--- src/rtl/mem_arbiter_if.sv ---
// Bus bundle between the requesters, the arbiter and the memory controller.
// The dma_* signals exist only when MEM_ARB_DMA_EN is defined.
// The slave modport is the arbiter's view; master is the surrounding system.
interface mem_arbiter_if;
    logic        if_req;
    logic [31:0] if_addr;
    logic        if_ack;
    logic [31:0] if_rdata;

    logic        d_req;
    logic        d_we;
    logic [31:0] d_addr;
    logic [31:0] d_wdata;
    logic        d_ack;
    logic [31:0] d_rdata;

`ifdef MEM_ARB_DMA_EN
    logic        dma_req;
    logic        dma_we;
    logic [31:0] dma_addr;
    logic [31:0] dma_wdata;
    logic        dma_ack;
    logic [31:0] dma_rdata;
`endif

    logic [31:0] mem_addr;
    logic [31:0] mem_wdata;
    logic        mem_is_write;
    logic [31:0] mem_rdata;
    logic        mem_busy;

    modport slave (
`ifdef MEM_ARB_DMA_EN
        input  dma_req, dma_we, dma_addr, dma_wdata,
        output dma_ack, dma_rdata,
`endif
        input  if_req, if_addr,
        output if_ack, if_rdata,
        input  d_req, d_we, d_addr, d_wdata,
        output d_ack, d_rdata,
        output mem_addr, mem_wdata, mem_is_write,
        input  mem_rdata, mem_busy
    );

    modport master (
`ifdef MEM_ARB_DMA_EN
        output dma_req, dma_we, dma_addr, dma_wdata,
        input  dma_ack, dma_rdata,
`endif
        output if_req, if_addr,
        input  if_ack, if_rdata,
        output d_req, d_we, d_addr, d_wdata,
        input  d_ack, d_rdata,
        input  mem_addr, mem_wdata, mem_is_write,
        output mem_rdata, mem_busy
    );
endinterface

--- src/rtl/mem_arbiter.sv ---
// Single-memory arbiter for instruction fetch, CPU data and (optionally) DMA.
// Optional DMA port: define MEM_ARB_DMA_EN.
// Priority is data > DMA > fetch; fetch is forced to win once it has lost
// STARVE_LIMIT consecutive arbitrations while requesting.
// Acks are combinational from the FSM state (single cycle, never during rst);
// the read data register of a port updates at the end of its ack cycle, so the
// new value is visible from the cycle after the ack.
//
// state    | meaning
// IDLE     | no access; arbitrate pending requests
// RD_WAIT  | read address held; count down READ_WAIT, then wait for !mem_busy
// WR_PULSE | one-cycle mem_is_write strobe
// WR_WAIT  | wait for the controller to drop mem_busy, then ack the write
module mem_arbiter #(
    parameter int READ_WAIT    = 1,
    parameter int STARVE_LIMIT = 8
) (
    input  logic         clk,
    input  logic         rst,
    mem_arbiter_if.slave bus
);
    typedef enum logic [1:0] {IDLE, RD_WAIT, WR_PULSE, WR_WAIT} state_t;
    typedef enum logic [1:0] {SRC_FETCH, SRC_DATA, SRC_DMA} src_t;

    localparam logic [3:0] RD_CNT_INIT = 4'(READ_WAIT);
    localparam logic [3:0] STARVE_MAX  = 4'(STARVE_LIMIT);

    state_t      state_q, state_d;
    src_t        src_q, gnt_src;
    logic        gnt_valid, gnt_we;
    logic [31:0] gnt_addr, gnt_wdata;
    logic [3:0]  wait_cnt_q, starve_q;
    logic [31:0] addr_q, wdata_q;
    logic [31:0] if_rdata_q, d_rdata_q;
    logic        ack_cycle, is_write;
    logic        grant_now;
`ifdef MEM_ARB_DMA_EN
    logic [31:0] dma_rdata_q;
`endif

    // Pick the winning requester; only acted upon while IDLE.
    always_comb begin
        gnt_valid = 1'b0;
        gnt_src   = SRC_FETCH;
        gnt_we    = 1'b0;
        gnt_addr  = bus.if_addr;
        gnt_wdata = '0;
        if (bus.if_req && (starve_q == STARVE_MAX)) begin
            gnt_valid = 1'b1;
        end else if (bus.d_req) begin
            gnt_valid = 1'b1;
            gnt_src   = SRC_DATA;
            gnt_we    = bus.d_we;
            gnt_addr  = bus.d_addr;
            gnt_wdata = bus.d_wdata;
        end
`ifdef MEM_ARB_DMA_EN
        else if (bus.dma_req) begin
            gnt_valid = 1'b1;
            gnt_src   = SRC_DMA;
            gnt_we    = bus.dma_we;
            gnt_addr  = bus.dma_addr;
            gnt_wdata = bus.dma_wdata;
        end
`endif
        else if (bus.if_req) begin
            gnt_valid = 1'b1;
        end
    end

    assign grant_now = (state_q == IDLE) && gnt_valid;

    // State register.
    always_ff @(posedge clk) begin
        if (rst) state_q <= IDLE;
        else     state_q <= state_d;
    end

    // Next state, write strobe and completion detection.
    always_comb begin
        state_d   = state_q;
        ack_cycle = 1'b0;
        is_write  = 1'b0;
        case (state_q)
            IDLE: begin
                if (gnt_valid) state_d = gnt_we ? WR_PULSE : RD_WAIT;
            end
            RD_WAIT: begin
                if ((wait_cnt_q == 4'd0) && !bus.mem_busy) begin
                    ack_cycle = !rst;
                    state_d   = IDLE;
                end
            end
            WR_PULSE: begin
                is_write = 1'b1;
                state_d  = WR_WAIT;
            end
            WR_WAIT: begin
                if (!bus.mem_busy) begin
                    ack_cycle = !rst;
                    state_d   = IDLE;
                end
            end
            default: state_d = IDLE;
        endcase
    end

    // Latch the granted request and run the read wait counter.
    always_ff @(posedge clk) begin
        if (rst) begin
            src_q      <= SRC_FETCH;
            addr_q     <= '0;
            wdata_q    <= '0;
            wait_cnt_q <= '0;
        end else if (grant_now) begin
            src_q   <= gnt_src;
            addr_q  <= gnt_addr;
            wdata_q <= gnt_wdata;
            if (!gnt_we) wait_cnt_q <= RD_CNT_INIT;
        end else if ((state_q == RD_WAIT) && (wait_cnt_q != 4'd0)) begin
            wait_cnt_q <= wait_cnt_q - 4'd1;
        end
    end

    // Count consecutive lost arbitrations of a requesting fetch port.
    always_ff @(posedge clk) begin
        if (rst || !bus.if_req) begin
            starve_q <= '0;
        end else if (grant_now) begin
            if (gnt_src == SRC_FETCH)      starve_q <= '0;
            else if (starve_q != STARVE_MAX) starve_q <= starve_q + 4'd1;
        end
    end

    // Capture read data into the owning port at its ack.
    always_ff @(posedge clk) begin
        if (rst) begin
            if_rdata_q  <= '0;
            d_rdata_q   <= '0;
`ifdef MEM_ARB_DMA_EN
            dma_rdata_q <= '0;
`endif
        end else if (ack_cycle && (state_q == RD_WAIT)) begin
            case (src_q)
                SRC_FETCH: if_rdata_q  <= bus.mem_rdata;
                SRC_DATA:  d_rdata_q   <= bus.mem_rdata;
`ifdef MEM_ARB_DMA_EN
                SRC_DMA:   dma_rdata_q <= bus.mem_rdata;
`endif
                default: ;
            endcase
        end
    end

    assign bus.mem_addr     = addr_q;
    assign bus.mem_wdata    = wdata_q;
    assign bus.mem_is_write = is_write;
    assign bus.if_ack       = ack_cycle && (src_q == SRC_FETCH);
    assign bus.if_rdata     = if_rdata_q;
    assign bus.d_ack        = ack_cycle && (src_q == SRC_DATA);
    assign bus.d_rdata      = d_rdata_q;
`ifdef MEM_ARB_DMA_EN
    assign bus.dma_ack      = ack_cycle && (src_q == SRC_DMA);
    assign bus.dma_rdata    = dma_rdata_q;
`endif
endmodule

--- src/flat_wrapper.sv ---
// flat-port wrapper written by rule: the top's interface ports become plain ports
module mem_arbiter_flat 
#(
    parameter int READ_WAIT    = 1,
    parameter int STARVE_LIMIT = 8
)
  (clk, rst, bus_if_req, bus_if_addr, bus_if_ack, bus_if_rdata, bus_d_req, bus_d_we, bus_d_addr, bus_d_wdata, bus_d_ack, bus_d_rdata, bus_mem_addr, bus_mem_wdata, bus_mem_is_write, bus_mem_rdata, bus_mem_busy);
  mem_arbiter_if bus_i ();
  input  logic clk;
  input  logic rst;
  input wire logic [$bits(bus_i.if_req)-1:0] bus_if_req;
  input wire logic [$bits(bus_i.if_addr)-1:0] bus_if_addr;
  output wire logic [$bits(bus_i.if_ack)-1:0] bus_if_ack;
  output wire logic [$bits(bus_i.if_rdata)-1:0] bus_if_rdata;
  input wire logic [$bits(bus_i.d_req)-1:0] bus_d_req;
  input wire logic [$bits(bus_i.d_we)-1:0] bus_d_we;
  input wire logic [$bits(bus_i.d_addr)-1:0] bus_d_addr;
  input wire logic [$bits(bus_i.d_wdata)-1:0] bus_d_wdata;
  output wire logic [$bits(bus_i.d_ack)-1:0] bus_d_ack;
  output wire logic [$bits(bus_i.d_rdata)-1:0] bus_d_rdata;
  output wire logic [$bits(bus_i.mem_addr)-1:0] bus_mem_addr;
  output wire logic [$bits(bus_i.mem_wdata)-1:0] bus_mem_wdata;
  output wire logic [$bits(bus_i.mem_is_write)-1:0] bus_mem_is_write;
  input wire logic [$bits(bus_i.mem_rdata)-1:0] bus_mem_rdata;
  input wire logic [$bits(bus_i.mem_busy)-1:0] bus_mem_busy;
  assign bus_i.if_req = bus_if_req;
  assign bus_i.if_addr = bus_if_addr;
  assign bus_if_ack = bus_i.if_ack;
  assign bus_if_rdata = bus_i.if_rdata;
  assign bus_i.d_req = bus_d_req;
  assign bus_i.d_we = bus_d_we;
  assign bus_i.d_addr = bus_d_addr;
  assign bus_i.d_wdata = bus_d_wdata;
  assign bus_d_ack = bus_i.d_ack;
  assign bus_d_rdata = bus_i.d_rdata;
  assign bus_mem_addr = bus_i.mem_addr;
  assign bus_mem_wdata = bus_i.mem_wdata;
  assign bus_mem_is_write = bus_i.mem_is_write;
  assign bus_i.mem_rdata = bus_mem_rdata;
  assign bus_i.mem_busy = bus_mem_busy;
  mem_arbiter #(.READ_WAIT(READ_WAIT), .STARVE_LIMIT(STARVE_LIMIT)) u_core (.clk(clk), .rst(rst), .bus(bus_i));
endmodule
--- config.mk ---
export PLATFORM = sky130hd
export DESIGN_NAME = mem_arbiter_flat
export DESIGN_NICKNAME = d
export VERILOG_FILES = /design/src/rtl/mem_arbiter_if.sv /design/src/rtl/mem_arbiter.sv /design/src/flat_wrapper.sv
export SDC_FILE = /design/constraint.sdc
export NUM_CORES = 1
export LEC_CHECK = 0
export CAP_MARGIN = 0
export CELL_PAD_IN_SITES_DETAIL_PLACEMENT = 0
export CELL_PAD_IN_SITES_GLOBAL_PLACEMENT = 2
export CORE_MARGIN = 2
export CORE_UTILIZATION = 24
export CTS_BUF_LIST = sky130_fd_sc_hd__clkbuf_8 sky130_fd_sc_hd__clkbuf_16
export DETAILED_ROUTE_END_ITERATION = 6
export GPL_TIMING_DRIVEN = 0
export PLACE_DENSITY = 0.8
export SYNTH_ARGS = -nofsm -noshare
export SYNTH_HDL_FRONTEND = slang
export SYNTH_SLANG_ARGS = --single-unit
--- constraint.sdc ---
create_clock -name clk -period 3.05 [get_ports clk]
set_clock_uncertainty 0.05 [all_clocks]
set_input_delay 0.915 -clock clk [delete_from_list [all_inputs] [get_ports clk]]
set_output_delay 0.915 -clock clk [all_outputs]
set_load 0.03 [all_outputs]
==> impl_results.md, run 1 <==
- R2r startpoint: u_core.starve_q[0]
- Full die area: 0.02661 sq mm
- Core box area: 0.02504 sq mm
- Routability-driven placement congestion ratio: 0.7731
- Global-route usage over all layers: 0.1654
- Endpoint of the worst-slack reg-to-reg timing path: u_core.bus.mem_wdata[22]
- Antenna cells: 0
- Arrival time of the worst setup path: 2020 ps
- Portion of the clock cycle consumed by the worst path in the final layout: 0.9773
- Clock transition at the register clock pins on the worst setup and hold paths after CTS: 60 ps
- Final setup fails: 0
- Hold-critical path endpoint: u_core.bus.d_rdata[26]
- Number of DRC violations after detailed-routing iteration 0: 291
- Post-route DRC violation count: 0
- Remaining antenna violation count after routing: 0
- Leakage Power: 3.404 nW
- Worst setup slack after layout: 69.25 ps
- Critical path required time: 2080 ps
- Worst reg-to-reg path cell count: 7
- Category of the worst setup path launch point: primary input
- Drt wl/cell: 17.82 um
- Number of antenna violations at the first check in global routing: 0
- Gate count of the mapped netlist: 641
- Post-Syn Nets: 779
- Count of flip-flops with a built-in enable after synthesis: 0
- Tmin final: 2981 ps
- Initial DRT Pass Iterations: 4
- TritonCTS clock tree: built
- Setup crit end kind: primary output
- Combinational family with the most area after synthesis: compound AO/OA/AOI/OAI gates
- Cell Rows: 58
- Chip height: 163.1 um
- Complex-gate fraction of the synthesized area: 0.1981
- Post-Synth XOR/XNOR Area: 0
- Max Buffers Root-to-Sink: 2
- Count of cell types in the netlist: 47
- Filler instances: 2610
- Clock latency on the worst-skew pair: 410 ps
- Die W: 163.1 um
- Max-slew headroom at the worst pin: 0.4739
- Count of cells along the worst hold path: 2
- Pin count of the biggest net entering global routing: 17
- Via count of the first global-routing pass: 5961
- Area growth from synthesis to final layout: 58.74%
- Post-cts hold buffer count: 0
- Simple-gate area share of the yosys netlist: 0.1631
- Worst path cell trace: dlygate4sd2_1 > or3_4 > nor2_1 > buf_2
- Proportion of synthesized area in mux cells: 0.1159
- Actual slew at the worst max-slew pin: 785.7 ps
- Via total after detailed routing: 6023
- Worst Path Class, Setup: in2out
- Sink Count: 139
- Average vias per placed instance: 4.769
- Top-count cell post-synth: sky130_fd_sc_hd__dfxtp_1
- Power density over the cells: 519.5 mW/mm^2
- Layout cell share with drive strength beyond 1: 0.1190
- H-tree levels: 4
- Detailed-route wire length: 22500 um
- Starting density of the core: 0.2427
- Final count of pins violating max slew: 0
- Result of the run: completed
- Dominant register cell in the synthesized netlist: sky130_fd_sc_hd__dfxtp_1
- Minimum setup slack after placement: -953.1 ps
- Critical-path cell with the highest stage delay: sky130_fd_sc_hd__or3_4
- Adder-cell area share of the yosys netlist: 0.008236
- Number of maximum-capacitance violations: 0
- GRT overflow: 0
- Timing-limited maximum frequency: 335.5 MHz
- Max VDD drop: 0.3291 mV
- Detail Placement HPWL: 16270 um
- Yosys synthesis warning count: 0
- Internal reg-to-reg setup slack: 620 ps
- Number of buffers inserted by port buffering: 263
- Boundary pin count: 265
- RSZ-0062 raised after global routing: false
- Number of synthesized register bits: 139
- Top post-synthesis cells by area: sky130_fd_sc_hd__dfxtp_1 (46%), sky130_fd_sc_hd__mux2_4 (6.7%), sky130_fd_sc_hd__a21oi_1 (6.3%)
- Final-report hold violation count: 0
- Synth area leader: sky130_fd_sc_hd__dfxtp_1
- Proportion of synthesized flip-flops having asynchronous set or reset: 0
- Largest incremental delay on the critical path: 440 ps
- HP Start: u_core.bus.d_rdata[26]
- Netlist area before placement: 0.006077 sq mm
- First-pass GRT wire length: 34160 um
- Per-instance average area after synthesis: 9.481 sq um
- Seq/Total Area, Yosys: 0.4579
- Total number of nets in the final design: 1060
- Root Buffer Master: sky130_fd_sc_hd__clkbuf_16
- Worst hold path class: reg2reg
- Power Total: 5.012 mW
- Most common library cells after synthesis: sky130_fd_sc_hd__dfxtp_1 (139), sky130_fd_sc_hd__a21oi_1 (77), sky130_fd_sc_hd__nand3_1 (69), sky130_fd_sc_hd__o21ai_0 (69), sky130_fd_sc_hd__nor2b_1 (52)
- Top fanout value on the critical path: 12
- Fraction of post-synthesis cell area in the top cell type by area: 0.4579
- CTS buffer count: 17
[critical path, delay by kind of cell]
| kind | cells | cell delay [ps] |
|---|---|---|
| buf+inv | 2 | 530 |
| simple gates | 2 | 560 |
[state kept, by name, summed over array words and instances, names as in the netlist]
name,cells
u_core.src_q,1
u_core.bus.if_rdata,32
u_core.bus.mem_addr,32
u_core.starve_q,4
u_core.wait_cnt_q,4
u_core.bus.d_rdata,32
u_core.state_q,2
u_core.bus.mem_wdata,32
[worst max path at each step]
stage / end / cells past startpoint / from / slack (ps)
2_1_floorplan: bus_if_ack / 4 / rst / 90
3_3_place_gp: bus_if_ack / 5 / bus_mem_busy / -960
3_5_place_dp: bus_if_ack / 5 / bus_mem_busy / -950
4_1_cts: bus_d_ack / 4 / bus_mem_busy / 50
5_1_grt: bus_if_ack / 4 / bus_mem_busy / 30
6_report: bus_if_ack / 4 / bus_mem_busy / 70
[through the flow]
stage          hold slack [ps]  area, sq um  utilization  setup TNS, ps  std cells
2_1_floorplan            424.0         6077            -              0        641
3_3_place_gp             399.5         9123       0.3644          -9049       1234
3_5_place_dp             401.4         9123       0.3644          -8401       1234
4_1_cts                  409.8         9642       0.3851              0       1263
5_1_grt                  426.0         9647       0.3853              0       1263
6_report                 410.8         9647       0.3853              0       1263
[cell usage in the layout (no fill, tap or decap), types with 2 or more instances in the layout]
master                            netlist  routed
sky130_fd_sc_hd__buf_2                  9      10
sky130_fd_sc_hd__nor2_1                 7       6
sky130_fd_sc_hd__clkbuf_1              48      47
sky130_fd_sc_hd__a31oi_1                2       2
sky130_fd_sc_hd__nand3_1               69      69
sky130_fd_sc_hd__nand4_1               11      11
sky130_fd_sc_hd__o31ai_1               10      10
sky130_fd_sc_hd__or3b_4                 2       2
sky130_fd_sc_hd__nand4b_1               2       2
sky130_fd_sc_hd__a21oi_1               77      77
sky130_fd_sc_hd__buf_12                 3       3
sky130_fd_sc_hd__nor2b_1               52      52
sky130_fd_sc_hd__mux2_2                23      23
sky130_fd_sc_hd__inv_1                  6       7
sky130_fd_sc_hd__mux2i_1                4       4
sky130_fd_sc_hd__ha_1                   4       4
sky130_fd_sc_hd__nand2b_1               3       3
sky130_fd_sc_hd__clkdlybuf4s50_1        0     260
sky130_fd_sc_hd__buf_4                  1       2
sky130_fd_sc_hd__o21ai_0               69      68
sky130_fd_sc_hd__inv_6                  0       3
sky130_fd_sc_hd__buf_6                  2       2
sky130_fd_sc_hd__clkinvlp_4             0       5
sky130_fd_sc_hd__a31o_2                 2       2
sky130_fd_sc_hd__nand2_1                9       9
sky130_fd_sc_hd__dfxtp_1              139     139
sky130_fd_sc_hd__nor3b_2                1       2
sky130_fd_sc_hd__mux2_4                27      27
sky130_fd_sc_hd__clkbuf_16              0      17
sky130_fd_sc_hd__a211oi_1               3       3
sky130_fd_sc_hd__clkinv_4               0       3
sky130_fd_sc_hd__nor4_1                 2       2
sky130_fd_sc_hd__a311oi_1              34      34
[cell families (layout without fill, tap and decap cells)]
kind of cell,Yosys count,count (layout)
AO/OA/AOI/OAI,202,202
adder cells (fa/ha/maj),4,4
buffers and inverters,71,363
flip-flops,139,139
multiplexers,54,54
AND/OR/NAND/NOR,171,171
[power breakdown]
part	switching (mW)	internal, mW	leakage (nW)
Clock	0.866	1.04	0.245
Combinational	0.623	0.494	2.02
Sequential	0.0631	1.93	1.13
Total	1.55	3.46	3.40
[cell type report]
class,instances,area [sq um],area share
Timing Repair Buffer,263,2624,0.2720
Sequential cell,139,2783,0.2885
Multi-Input combinational cell,431,2962,0.3070
Tap cell,330,412.9,0.04280
Clock buffer,17,425.4,0.04410
Inverter,7,26.28,0.002724
Buffer,63,315.3,0.03268
Clock inverter,13,98.84,0.01025
[per-layer routing]
metal  up-vias  wire length [um]  track usage
li1       2919                 -            -
met4         0               251      0.04304
met1      2840             10180       0.2159
met5         -                 0            0
met2       249             10140       0.2612
met3        15              1933      0.05612
[what timing repair did]
action | 4_1_cts | 5_1_grt
resized for setup | 15 | 1
buffers inserted | 0 | 0
pin swaps | 1 | 0
endpoints found under the setup margin | 2 | 1
Power figures use the tool's default switching activity.
==> inputs of run 2 (changes only) <==
Settings changed: CORE_UTILIZATION 24 to 22, PLACE_DENSITY 0.8 to 0.77.
Clock period 3.05 ns to 2.5 ns, I/O delays scaled along.
==> run 2 against run 1 <==
Critical path depth grew 2. Combinational power increased by 26%. Die area is 8.9% higher. Hold slack better by 3.0 ps. Non-clock buffer count grew 7. Final area grew 1.9%. Setup slack improved by 28 ps. Global-route usage fell by 0.79 points. Wire length increased by 3.0%. Critical path type is now reg2out. Highest routed layer unchanged.
==> impl_results.md, run 2 (synthesis gave the netlist of run 1 again) <==
- Non-Filler Instances: 1285 (+1.7%)
- Clock transition at the register clock pins on the worst setup and hold paths after CTS: 60 ps (about the same)
- Power density over the cells: 645.2 mW/mm^2 (+24%)
- Chip height: 170.2 um (+4.3%)
- Most frequent standard cell in the layout excluding fill and tap cells: sky130_fd_sc_hd__clkdlybuf4s50_1
- Top fanout value on the critical path: 4 (-8)
- Power Total: 6.341 mW (+27%)
- R2r startpoint: u_core.wait_cnt_q[0]
- Final setup fails: 0 (unchanged)
- Commonest non-fill, non-tap cells in the layout: sky130_fd_sc_hd__clkdlybuf4s50_1 (259), sky130_fd_sc_hd__dfxtp_1 (138), sky130_fd_sc_hd__a21oi_1 (77)
- Count of cells along the worst hold path: 2 (unchanged)
- Average vias per placed instance: 4.674 (-2.0%)
- WHS: 413.8 ps (+2.996 ps)
- Routability-driven placement congestion ratio: 0.7520 (-2.7%)
- Portion of the clock cycle consumed by the worst path in the final layout: 0.9612
- Final Instance Area: 0.009828 sq mm (+1.9%)
- GRT overflow: 0 (unchanged)
- Arrival time of the worst setup path: 1600 ps (-420 ps)
- Sink Count: 139 (unchanged)
- Setup crit end kind: primary output
- Pin count of the biggest net entering global routing: 17 (unchanged)
- Critical path required time: 1700 ps (-380 ps)
- Result of the run: completed
- Leakage Power: 3.493 nW (+2.6%)
- TritonCTS clock tree: built
- CTS buffer count: 17 (unchanged)
- Actual slew at the worst max-slew pin: 718.2 ps (-67.49 ps)
- Final count of pins violating max slew: 0 (unchanged)
- Detail Placement HPWL: 16830 um (+3.4%)
- First-pass GRT wire length: 35240 um (+3.2%)
- Core box area: 0.02703 sq mm (+7.9%)
- Boundary pin count: 265 (unchanged)
- Layout cell share with drive strength beyond 1: 0.1401 (+0.02116)
- Drt wl/cell: 18.04 um (+1.2%)
- Via count of the first global-routing pass: 6068 (+1.8%)
- Max-slew headroom at the worst pin: 0.5212 (+0.04729)
- Tmin final: 2403 ps
- Global-route usage over all layers: 0.1575 (-0.007861)
- Capture point of the critical path: bus_d_ack
- Clock latency on the worst-skew pair: 420 ps (about the same)
- Number of antenna violations at the first check in global routing: 2 (+2)
- Category of the worst setup path launch point: register
- Cell count after placement: 1245 (+0.89%)
- Worst Path Class, Setup: reg2out
- Number of maximum-capacitance violations: 0 (unchanged)
- Worst hold path class: reg2reg
- Via total after detailed routing: 6006 (-0.28%)
- Die W: 170.2 um (+4.3%)
- Max Buffers Root-to-Sink: 2 (unchanged)
- Number of buffers inserted by port buffering: 263 (unchanged)
- Endpoint of the worst-slack reg-to-reg timing path: u_core.bus.if_rdata[23]
- H-tree levels: 4 (unchanged)
- Placed cell area: 0.009144 sq mm (+0.23%)
- Number of DRC violations after detailed-routing iteration 0: 317 (+8.9%)
- Root Buffer Master: sky130_fd_sc_hd__clkbuf_16
- Final-report hold violation count: 0 (unchanged)
- Timing-limited maximum frequency: 416.1 MHz
- RSZ-0062 raised after global routing: false
- Full die area: 0.02897 sq mm (+8.9%)
- Initial DRT Pass Iterations: 4 (unchanged)
- Cell Rows: 60 (+3.4%)
- Internal reg-to-reg setup slack: 320 ps (-300 ps)
- Post-route DRC violation count: 0 (unchanged)
- Total number of nets in the final design: 1067 (+0.66%)
- Detailed-route wire length: 23180 um (+3.0%)
- Starting density of the core: 0.2249 (-0.01787)
- Post-cts hold buffer count: 0 (unchanged)
- Remaining antenna violation count after routing: 0 (unchanged)
- Max VDD drop: 0.3908 mV (+19%)
- Area growth from synthesis to final layout: 61.73%
- Worst reg-to-reg path cell count: 8 (+1)
- Source of the critical timing path: u_core.wait_cnt_q[0]
[run 2: repair_timing]
item / in CTS / in global routing
gates resized for setup: 32 / 12
setup endpoints to repair: 34 / 65
pin swaps: 4 / 2
setup buffers: 5 / 2
hold endpoints to repair: 0 / 0
[run 2: metal layers]
| layer | routed length [um] | up-vias | GRT usage |
|---|---|---|---|
| met2 | 10700 | 240 | 0.2522 |
| met4 | 244 | 0 | 0.04608 |
| met3 | 1939 | 16 | 0.05512 |
| li1 | - | 2938 | - |
| met1 | 10300 | 2812 | 0.1995 |
| met5 | 0 | - | 0 |
[run 2: cell type report]
type,instances,area (sq um)
fill,2777,17200
sequential,139,2786
buffer,63,320.3
antenna,2,5.005
tap,341,426.7
timing repair buffer,270,2681
multi-input combinational,431,3013
clock buffer,17,425.4
clock inverter,15,141.4
inverter,7,28.78
[run 2: worst min path at each step]
stage,end,slack [ps],startpoint
3_3_place_gp,u_core.bus.d_rdata[26],400,u_core.bus.d_rdata[26]
3_5_place_dp,u_core.bus.d_rdata[26],400,u_core.bus.d_rdata[26]
6_report,u_core.bus.d_rdata[26],410,u_core.bus.d_rdata[26]
4_1_cts,u_core.bus.d_rdata[26],420,u_core.bus.d_rdata[26]
2_1_floorplan,u_core.starve_q[0],420,u_core.starve_q[0]
5_1_grt,u_core.bus.mem_wdata[30],440,u_core.bus.mem_wdata[30]
[run 2: stage by stage]
| stage | TNS (ps) | worst slack, ps | util |
|---|---|---|---|
| after global routing | 0 | 10.73 | 0.3635 |
| final | 0 | 96.94 | 0.3637 |
| after CTS | 0 | 9.555 | 0.3620 |
| after global placement | -60250 | -1197 | 0.3383 |
| after floorplan | 0 | 35.11 | - |
| after detailed placement | -58250 | -1170 | 0.3383 |
[run 2: power breakdown]
group | leakage (nW) | switching [mW] | internal, mW
Combinational | 2.08 | 0.774 | 0.637
Clock | 0.282 | 1.11 | 1.39
Sequential | 1.13 | 0.0790 | 2.36
[run 2: critical path, cell delays in order (launching register included)]
cell and delay (ps):
sky130_fd_sc_hd__dfxtp_4 360, sky130_fd_sc_hd__inv_4 70, sky130_fd_sc_hd__ha_4 130, sky130_fd_sc_hd__nor3b_4 240
sky130_fd_sc_hd__o21ai_4 110, sky130_fd_sc_hd__nor2_4 130, sky130_fd_sc_hd__buf_6 140
==> inputs of run 3 (changes only) <==
Settings changed: SLEW_MARGIN set to 40.
==> results of run 3 <==
Same layout as run 2: the final DEF is identical, and so are final timing and power.
